`config.mk`:
```
export PLATFORM = sky130hd
export DESIGN_NAME = decode_queue
export DESIGN_NICKNAME = d
export VERILOG_FILES = /design/src/rtl/decode_queue.sv
export SDC_FILE = /design/constraint.sdc
export NUM_CORES = 1
export LEC_CHECK = 0
export CAP_MARGIN = 20
export CELL_PAD_IN_SITES_DETAIL_PLACEMENT = 0
export CELL_PAD_IN_SITES_GLOBAL_PLACEMENT = 2
export CORE_MARGIN = 4
export CORE_UTILIZATION = 40
export CTS_CLUSTER_DIAMETER = 100
export DETAILED_ROUTE_END_ITERATION = 10
export GPL_TIMING_DRIVEN = 0
export PLACE_DENSITY_LB_ADDON = 0.1
export SETUP_SLACK_MARGIN = 0.2
export SYNTH_ARGS = -nofsm -noshare
export SYNTH_HDL_FRONTEND = slang
export SYNTH_SLANG_ARGS = --single-unit
```
`constraint.sdc`:
```
create_clock -name clk -period 4.5 [get_ports clk]
set_input_delay 0.675 -clock clk [delete_from_list [all_inputs] [get_ports clk]]
set_output_delay 0.675 -clock clk [all_outputs]
set_load 0.02 [all_outputs]
```
`src/rtl/decode_queue.sv`:
```
// Instruction queue + RV32I decode between fetch and execute; serialises SYSTEM ops and stalls after traps.
// Optional RV32M_DECODE_EN: decode the M-extension (funct7=0000001) instead of trapping on it.
module decode_queue #(
  parameter int XLEN  = 32,
  parameter int DEPTH = 4
) (
  input  logic            clk,
  input  logic            rst_n,
  input  logic            if_valid,
  output logic            if_ready,
  input  logic [31:0]     if_instr,
  input  logic [XLEN-1:0] if_pc,
  input  logic [1:0]      mode,
  input  logic            drained,
  input  logic            flush,
  output logic            id_valid,
  input  logic            id_ready,
  output logic [XLEN-1:0] id_pc,
  output logic [31:0]     id_instr,
  output logic [4:0]      id_alu_op,
  output logic            id_wr_reg,
  output logic            id_mem_wr,
  output logic            id_mem_rd,
  output logic [1:0]      id_mem_size,
  output logic            id_load_uns,
  output logic            id_branch,
  output logic            id_jump,
  output logic            id_csr,
  output logic            id_excep,
  output logic [3:0]      id_excep_code,
  output logic            id_ret,
  output logic [XLEN-1:0] issue_count
);
  localparam int AW = $clog2(DEPTH);
  localparam int CW = $clog2(DEPTH + 1);

  localparam logic [1:0] MODE_U = 2'd0;
  localparam logic [1:0] MODE_S = 2'd1;
  localparam logic [1:0] MODE_M = 2'd3;

  // ALU op encodings shared with the execute stage; branches use BR|funct3.
  localparam logic [4:0] ALU_ADD  = 5'd0;
  localparam logic [4:0] ALU_SUB  = 5'd1;
  localparam logic [4:0] ALU_SLL  = 5'd2;
  localparam logic [4:0] ALU_SLT  = 5'd3;
  localparam logic [4:0] ALU_SLTU = 5'd4;
  localparam logic [4:0] ALU_XOR  = 5'd5;
  localparam logic [4:0] ALU_SRL  = 5'd6;
  localparam logic [4:0] ALU_SRA  = 5'd7;
  localparam logic [4:0] ALU_OR   = 5'd8;
  localparam logic [4:0] ALU_AND  = 5'd9;
`ifdef RV32M_DECODE_EN
  localparam logic [4:0] ALU_MUL  = 5'd10;
`endif
  localparam logic [4:0] ALU_LUI  = 5'd18;
  localparam logic [4:0] ALU_BR   = 5'd24;

  typedef enum logic {RUN, TRAP_WAIT} state_t;

  logic [31:0]     instr_mem [DEPTH];
  logic [XLEN-1:0] pc_mem    [DEPTH];

  logic [AW-1:0]   wr_ptr_q, wr_ptr_d, rd_ptr_q, rd_ptr_d;
  logic [CW-1:0]   count_q, count_d;
  state_t          state_q, state_d;
  logic [XLEN-1:0] issue_count_q, issue_count_d;
  logic            hold_q, hold_d;
  logic [1:0]      mode_q, mode_d;

  logic            push, pop, gate, head_sys;
  logic [31:0]     hi;
  logic [XLEN-1:0] hpc;
  logic [1:0]      eff_mode;
  logic [6:0]      opc, f7;
  logic [2:0]      f3;

  logic [4:0] d_alu;
  logic       d_wr, d_mw, d_mr, d_uns, d_br, d_jmp, d_csr, d_exc, d_ret;
  logic [1:0] d_sz;
  logic [3:0] d_code;

  function automatic logic [4:0] alu_of(input logic [2:0] fn, input logic alt);
    case (fn)
      3'd0:    return alt ? ALU_SUB : ALU_ADD;
      3'd1:    return ALU_SLL;
      3'd2:    return ALU_SLT;
      3'd3:    return ALU_SLTU;
      3'd4:    return ALU_XOR;
      3'd5:    return alt ? ALU_SRA : ALU_SRL;
      3'd6:    return ALU_OR;
      default: return ALU_AND;
    endcase
  endfunction

  assign hi  = instr_mem[rd_ptr_q];
  assign hpc = pc_mem[rd_ptr_q];
  assign opc = hi[6:0];
  assign f3  = hi[14:12];
  assign f7  = hi[31:25];
  // Once a bundle is on offer, decode against the mode it was first shown with.
  assign eff_mode = hold_q ? mode_q : mode;

  always_comb begin
    d_alu  = ALU_ADD;
    d_wr   = 1'b0;
    d_mw   = 1'b0;
    d_mr   = 1'b0;
    d_sz   = 2'd0;
    d_uns  = 1'b0;
    d_br   = 1'b0;
    d_jmp  = 1'b0;
    d_csr  = 1'b0;
    d_exc  = 1'b0;
    d_code = 4'd0;
    d_ret  = 1'b0;
    case (opc)
      7'b0110011: begin
        if (f7 == 7'b0000001) begin
`ifdef RV32M_DECODE_EN
          d_wr  = 1'b1;
          d_alu = ALU_MUL + {2'b00, f3};
`else
          d_exc  = 1'b1;
          d_code = 4'd2;
`endif
        end else begin
          d_wr  = 1'b1;
          d_alu = alu_of(f3, f7[5]);
        end
      end
      7'b0010011: begin
        d_wr  = 1'b1;
        d_alu = alu_of(f3, (f3 == 3'd5) && f7[5]);
      end
      7'b0000011: begin
        d_wr  = 1'b1;
        d_mr  = 1'b1;
        d_sz  = f3[1:0] + 2'd1;
        d_uns = f3[2];
      end
      7'b0100011: begin
        d_mw = 1'b1;
        d_sz = f3[1:0] + 2'd1;
      end
      7'b1100011: begin
        d_br  = 1'b1;
        d_alu = ALU_BR | {2'b00, f3};
      end
      7'b0110111: begin
        d_wr  = 1'b1;
        d_alu = ALU_LUI;
      end
      7'b0010111: d_wr = 1'b1;
      7'b1101111, 7'b1100111: begin
        d_wr  = 1'b1;
        d_jmp = 1'b1;
      end
      7'b1110011: begin
        if (f3 != 3'd0) begin
          d_csr = 1'b1;
          d_wr  = 1'b1;
        end else begin
          case (hi[31:20])
            12'h000: begin
              d_exc = 1'b1;
              case (eff_mode)
                MODE_U:  d_code = 4'd8;
                MODE_S:  d_code = 4'd9;
                default: d_code = 4'd11;
              endcase
            end
            12'h001: begin
              d_exc  = 1'b1;
              d_code = 4'd3;
            end
            12'h302: begin
              if (eff_mode < MODE_M) begin
                d_exc  = 1'b1;
                d_code = 4'd2;
              end else d_ret = 1'b1;
            end
            12'h102: begin
              if (eff_mode < MODE_S) begin
                d_exc  = 1'b1;
                d_code = 4'd2;
              end else d_ret = 1'b1;
            end
            12'h105: ;
            default: begin
              d_exc  = 1'b1;
              d_code = 4'd2;
            end
          endcase
        end
      end
      default: begin
        d_exc  = 1'b1;
        d_code = 4'd2;
      end
    endcase
  end

  assign gate     = (count_q != '0) && (state_q == RUN);
  assign head_sys = (opc == 7'b1110011);
  assign id_valid = gate && (!head_sys || drained || hold_q);
  assign if_ready = (count_q < CW'(DEPTH));
  assign push     = if_valid && if_ready;
  assign pop      = id_valid && id_ready;

  always_comb begin
    id_pc         = gate ? hpc : '0;
    id_instr      = gate ? hi : '0;
    id_alu_op     = gate ? d_alu : '0;
    id_wr_reg     = gate && d_wr;
    id_mem_wr     = gate && d_mw;
    id_mem_rd     = gate && d_mr;
    id_mem_size   = gate ? d_sz : '0;
    id_load_uns   = gate && d_uns;
    id_branch     = gate && d_br;
    id_jump       = gate && d_jmp;
    id_csr        = gate && d_csr;
    id_excep      = gate && d_exc;
    id_excep_code = gate ? d_code : '0;
    id_ret        = gate && d_ret;
  end

  assign issue_count = issue_count_q;

  always_comb begin
    count_d = count_q;
    if (push && !pop)      count_d = count_q + CW'(1);
    else if (pop && !push) count_d = count_q - CW'(1);
    wr_ptr_d      = push ? wr_ptr_q + AW'(1) : wr_ptr_q;
    rd_ptr_d      = pop  ? rd_ptr_q + AW'(1) : rd_ptr_q;
    issue_count_d = issue_count_q + {{(XLEN-1){1'b0}}, pop};
    state_d       = state_q;
    if (state_q == RUN && pop && (id_excep || id_ret)) state_d = TRAP_WAIT;
    hold_d = id_valid && !id_ready;
    mode_d = (id_valid && !hold_q) ? mode : mode_q;
    // Flush drops queued work but an issue completing this cycle still counts.
    if (flush) begin
      count_d  = '0;
      wr_ptr_d = '0;
      rd_ptr_d = '0;
      state_d  = RUN;
      hold_d   = 1'b0;
    end
  end

  always_ff @(posedge clk) begin
    if (push) begin
      instr_mem[wr_ptr_q] <= if_instr;
      pc_mem[wr_ptr_q]    <= if_pc;
    end
  end

  always_ff @(posedge clk or negedge rst_n) begin
    if (!rst_n) begin
      count_q       <= '0;
      wr_ptr_q      <= '0;
      rd_ptr_q      <= '0;
      state_q       <= RUN;
      issue_count_q <= '0;
      hold_q        <= 1'b0;
      mode_q        <= '0;
    end else begin
      count_q       <= count_d;
      wr_ptr_q      <= wr_ptr_d;
      rd_ptr_q      <= rd_ptr_d;
      state_q       <= state_d;
      issue_count_q <= issue_count_d;
      hold_q        <= hold_d;
      mode_q        <= mode_d;
    end
  end
endmodule

```
==> impl_metrics.csv <==
group,metric,value,unit
worst_setup_path,reg2reg_depth,16,
drt,drc_errors,0,
layout,drive_gt1_frac,0.163,
worst_setup_path,cp.required,3.83,ns
worst_setup_path,end_kind,"output port",
drt,wl,27900,µm
layout,fillers,2559,
sta,fmax,0.240,GHz
sta,slew_headroom,0.402,
synth,syn_avg_cell_area,17.8,µm²
sta,drv_slew,0,
layout,syn_to_final_growth,29.6,%
synth,synthCells,698,
sta,tightest_slew,0.894,ns
die,dieArea,33900,µm²
worst_setup_path,crit_path_max_incr_delay,0.58,ns
min_path,hp-class,"in -> async",
drt,first_pass_iters,4,
synth,synth-edff-count,256,
placement,dp_hpwl,18800,µm
clocking,h-tree-depth,1,
drt,avgRoutedWirePerCell,20.5,µm
pwr,power,9630,µW
pwr,p_leak,0.00559,µW
sta,hold_viol,0,
clocking,worstSkewPairLatency,0.57,ns
pwr,ir_drop,436,µV
grt,grt-ovfl-total,0,
sta,fin_crit,4.16,ns
die,coreArea,30600,µm²
synth,async_flop_share,0.144,
worst_setup_path,critPathMaxFanout,7,
synth,ys_ff_latch,299,
sta,layout_worst_path_cycle_share,0.924,
worst_setup_path,critPathArrivalTime,3.48,ns
clocking,clock_sinks,299,
grt,grt_pass1_wl,43100,µm
placement,gp_congestion,0.786,
die,rows,64,
sta,finalSetupViolCount,0,
sta,grt_setup_unrepaired,"yes",
die,die_w,184,µm
clocking,numCtsBuffers,31,
worst_setup_path,timing.rr.start,"rd_ptr_q[0]$_DFFE_PN0P_",
clocking,path_clk_slew,0.06,ns
clocking,cts_tree,"yes",
worst_setup_path,critical_path.top_delay_family,"simple AND/OR/NAND/NOR gates",
drt,via_per_inst,5.08,
synth,synth.distinct_cells,62,
status,outcome,"finished clean",
placement,portBuffers,188,
clocking,clockRootBuffer,"clkbuf_16",
grt,grt_pass1_vias,7649,
grt,grt_usage,0.164,
layout,nets,1025,
sta,clock-skew-final,0.0211,ns
worst_setup_path,rrSetupSlack,0.51,ns
grt,antenna_found_initial,0,
worst_setup_path,crit_path_start_kind,"register",
drt,vias,6905,
die,num_io_pins,190,
synth,yosysSeqAreaShare,0.707,
worst_setup_path,rr_endpoint,"issue_count[30]$_DFF_PN0_",
grt,grt_max_degree,38,
drt,ant_nets,0,
worst_setup_path,slowest_stage,"or4_4",
worst_setup_path,critPathKind,"reg -> out",
worst_setup_path,critical_path.cell_chain,"buf_12, buf_12, mux4_2, or4_4, nor4b_4, buf_4, a31o_1, o21ai_0, o21ai_1, buf_4",
synth,ys_warn_count,0,
die,initial_core_util,0.405,
sta,whs,0.0897,ns
pwr,power_density,599,nW/µm²
synth,netlist_area,12400,µm²
drt,drt_first_iter_violations,362,
synth,synthFlopType,"edfxtp_1",
worst_setup_path,path_buf_inv,4,
die,die_y,184,µm
synth,syn_nets,781,
clocking,clockBufferDepth,3,
flow_run,drv_cap,0,
## power by group
part	internal [µW]	switching (µW)	total, µW
combinational	1760	1990	3750
clock	1370	995	2360
sequential	3400	110	3510
## final cells by class
| cell class | count | area, µm² | share of cell area |
|---|---|---|---|
| diodes | 1 | 2.50 | 0.000156 |
| plain buffers | 27 | 181 | 0.0113 |
| clock buffers | 39 | 806 | 0.0502 |
| clock inverters | 14 | 125 | 0.00779 |
| inverters | 15 | 58.8 | 0.00366 |
| multi-input cells | 357 | 3510 | 0.218 |
| flip-flops and latches | 299 | 8760 | 0.546 |
| well taps | 396 | 495 | 0.0309 |
| repair buffers | 211 | 2120 | 0.132 |
## cell families (layout without fill, tap and decap cells)
logic type	count (synthesis)	count (layout)	synth area share
other	1	2	0.000303
XOR/XNOR	34	34	0.0251
adder cells (fa/ha/maj)	11	11	0.0117
multiplexers	68	68	0.124
AND/OR/NAND/NOR	209	209	0.0962
flip-flops	299	299	0.707
AO/OA/AOI/OAI	34	34	0.0199
buffers and inverters	42	306	0.0156
## metrics by stage
| stage | setup TNS [ns] | std cells | utilization | setup slack (ns) | cell area, µm² |
|---|---|---|---|---|---|
| detailed placement | -5.41 | 1287 | 0.487 | -1.21 | 14900 |
| finish | 0 | 1359 | 0.525 | 0.342 | 16100 |
| CTS | 0 | 1347 | 0.520 | 0.142 | 15900 |
| global placement | -112.88 | 1282 | 0.483 | -1.14 | 14800 |
| global route | 0 | 1358 | 0.525 | 0.162 | 16100 |
| floorplan | 0 | 698 | - | 0.516 | 12400 |
## synth_stat cells, types with 2 or more instances
library cell / n / area [µm²]
clkbuf_1: 14 / 52.6
nand3_1: 18 / 90.1
ha_1: 10 / 125
edfxtp_1: 256 / 7690
mux2_2: 4 / 45.0
nand2b_1: 4 / 25.0
and2_1: 68 / 425
nand3b_1: 4 / 30.0
mux4_2: 51 / 1150
nor3_1: 13 / 65.1
nor4_1: 4 / 25.0
or2_2: 2 / 12.5
xnor2_1: 22 / 193
a22oi_1: 2 / 15.0
inv_1: 14 / 52.6
a21oi_1: 8 / 40.0
buf_2: 7 / 35.0
buf_1: 3 / 11.3
dfrtp_1: 43 / 1080
nor3b_1: 3 / 22.5
nand2_1: 21 / 78.8
o21ai_0: 6 / 30.0
o21a_1: 2 / 15.0
and3_1: 9 / 56.3
nor2b_1: 11 / 68.8
xor2_1: 11 / 96.3
nor2_1: 35 / 131
a31oi_1: 2 / 12.5
mux4_1: 13 / 342
nand4_1: 6 / 37.5
## worst max path at each step
stage,from,to,slack [ns],cells past startpoint
3_3_place_gp,rd_ptr_q[1]$_DFFE_PN0P_,id_excep_code[1],-1.14,12
5_1_grt,rd_ptr_q[0]$_DFFE_PN0P_,id_mem_size[0],0.16,9
3_5_place_dp,rd_ptr_q[1]$_DFFE_PN0P_,id_excep_code[1],-1.21,12
6_report,rd_ptr_q[0]$_DFFE_PN0P_,id_excep_code[1],0.34,10
2_1_floorplan,rd_ptr_q[0]$_DFFE_PN0P_,id_excep_code[1],0.52,11
4_1_cts,rd_ptr_q[0]$_DFFE_PN0P_,id_excep_code[1],0.14,13
## placed cells by master, fill, tap and decap left out, types with 13 or more instances in the layout
cell / Yosys / layout
clkbuf_1: 14 / 21
and2_1: 68 / 64
nand2_1: 21 / 21
nor2_1: 35 / 35
nand3_1: 18 / 18
xnor2_1: 22 / 22
mux4_1: 13 / 13
clkdlybuf4s50_1: 0 / 177
clkbuf_16: 0 / 32
edfxtp_1: 256 / 256
dfrtp_1: 43 / 43
mux4_2: 51 / 51
buf_4: 1 / 21
## flip-flops by register name, summed over array words and instances, names as in the netlist
| register | flops |
|---|---|
| instr_mem | 128 |
| wr_ptr_q | 2 |
| rd_ptr_q | 2 |
| hold_q | 1 |
| pc_mem | 128 |
| mode_q | 2 |
| count_q | 3 |
| state_q | 1 |
| issue_count | 32 |
## layer usage
layer,part of all wire,track usage
met5,0,0
met4,0.020,0.0376
met3,0.061,0.0390
met1,0.42,0.205
met2,0.50,0.290
## what timing repair did
item,in CTS,in global routing
endpoints found under the hold margin,0,0
gates resized for setup,41,12
setup endpoints to repair,57,14
hold buffers,0,0
gates cloned,0,0
pin swaps,1,1
setup buffers,7,11
Power figures use the tool's default switching activity.
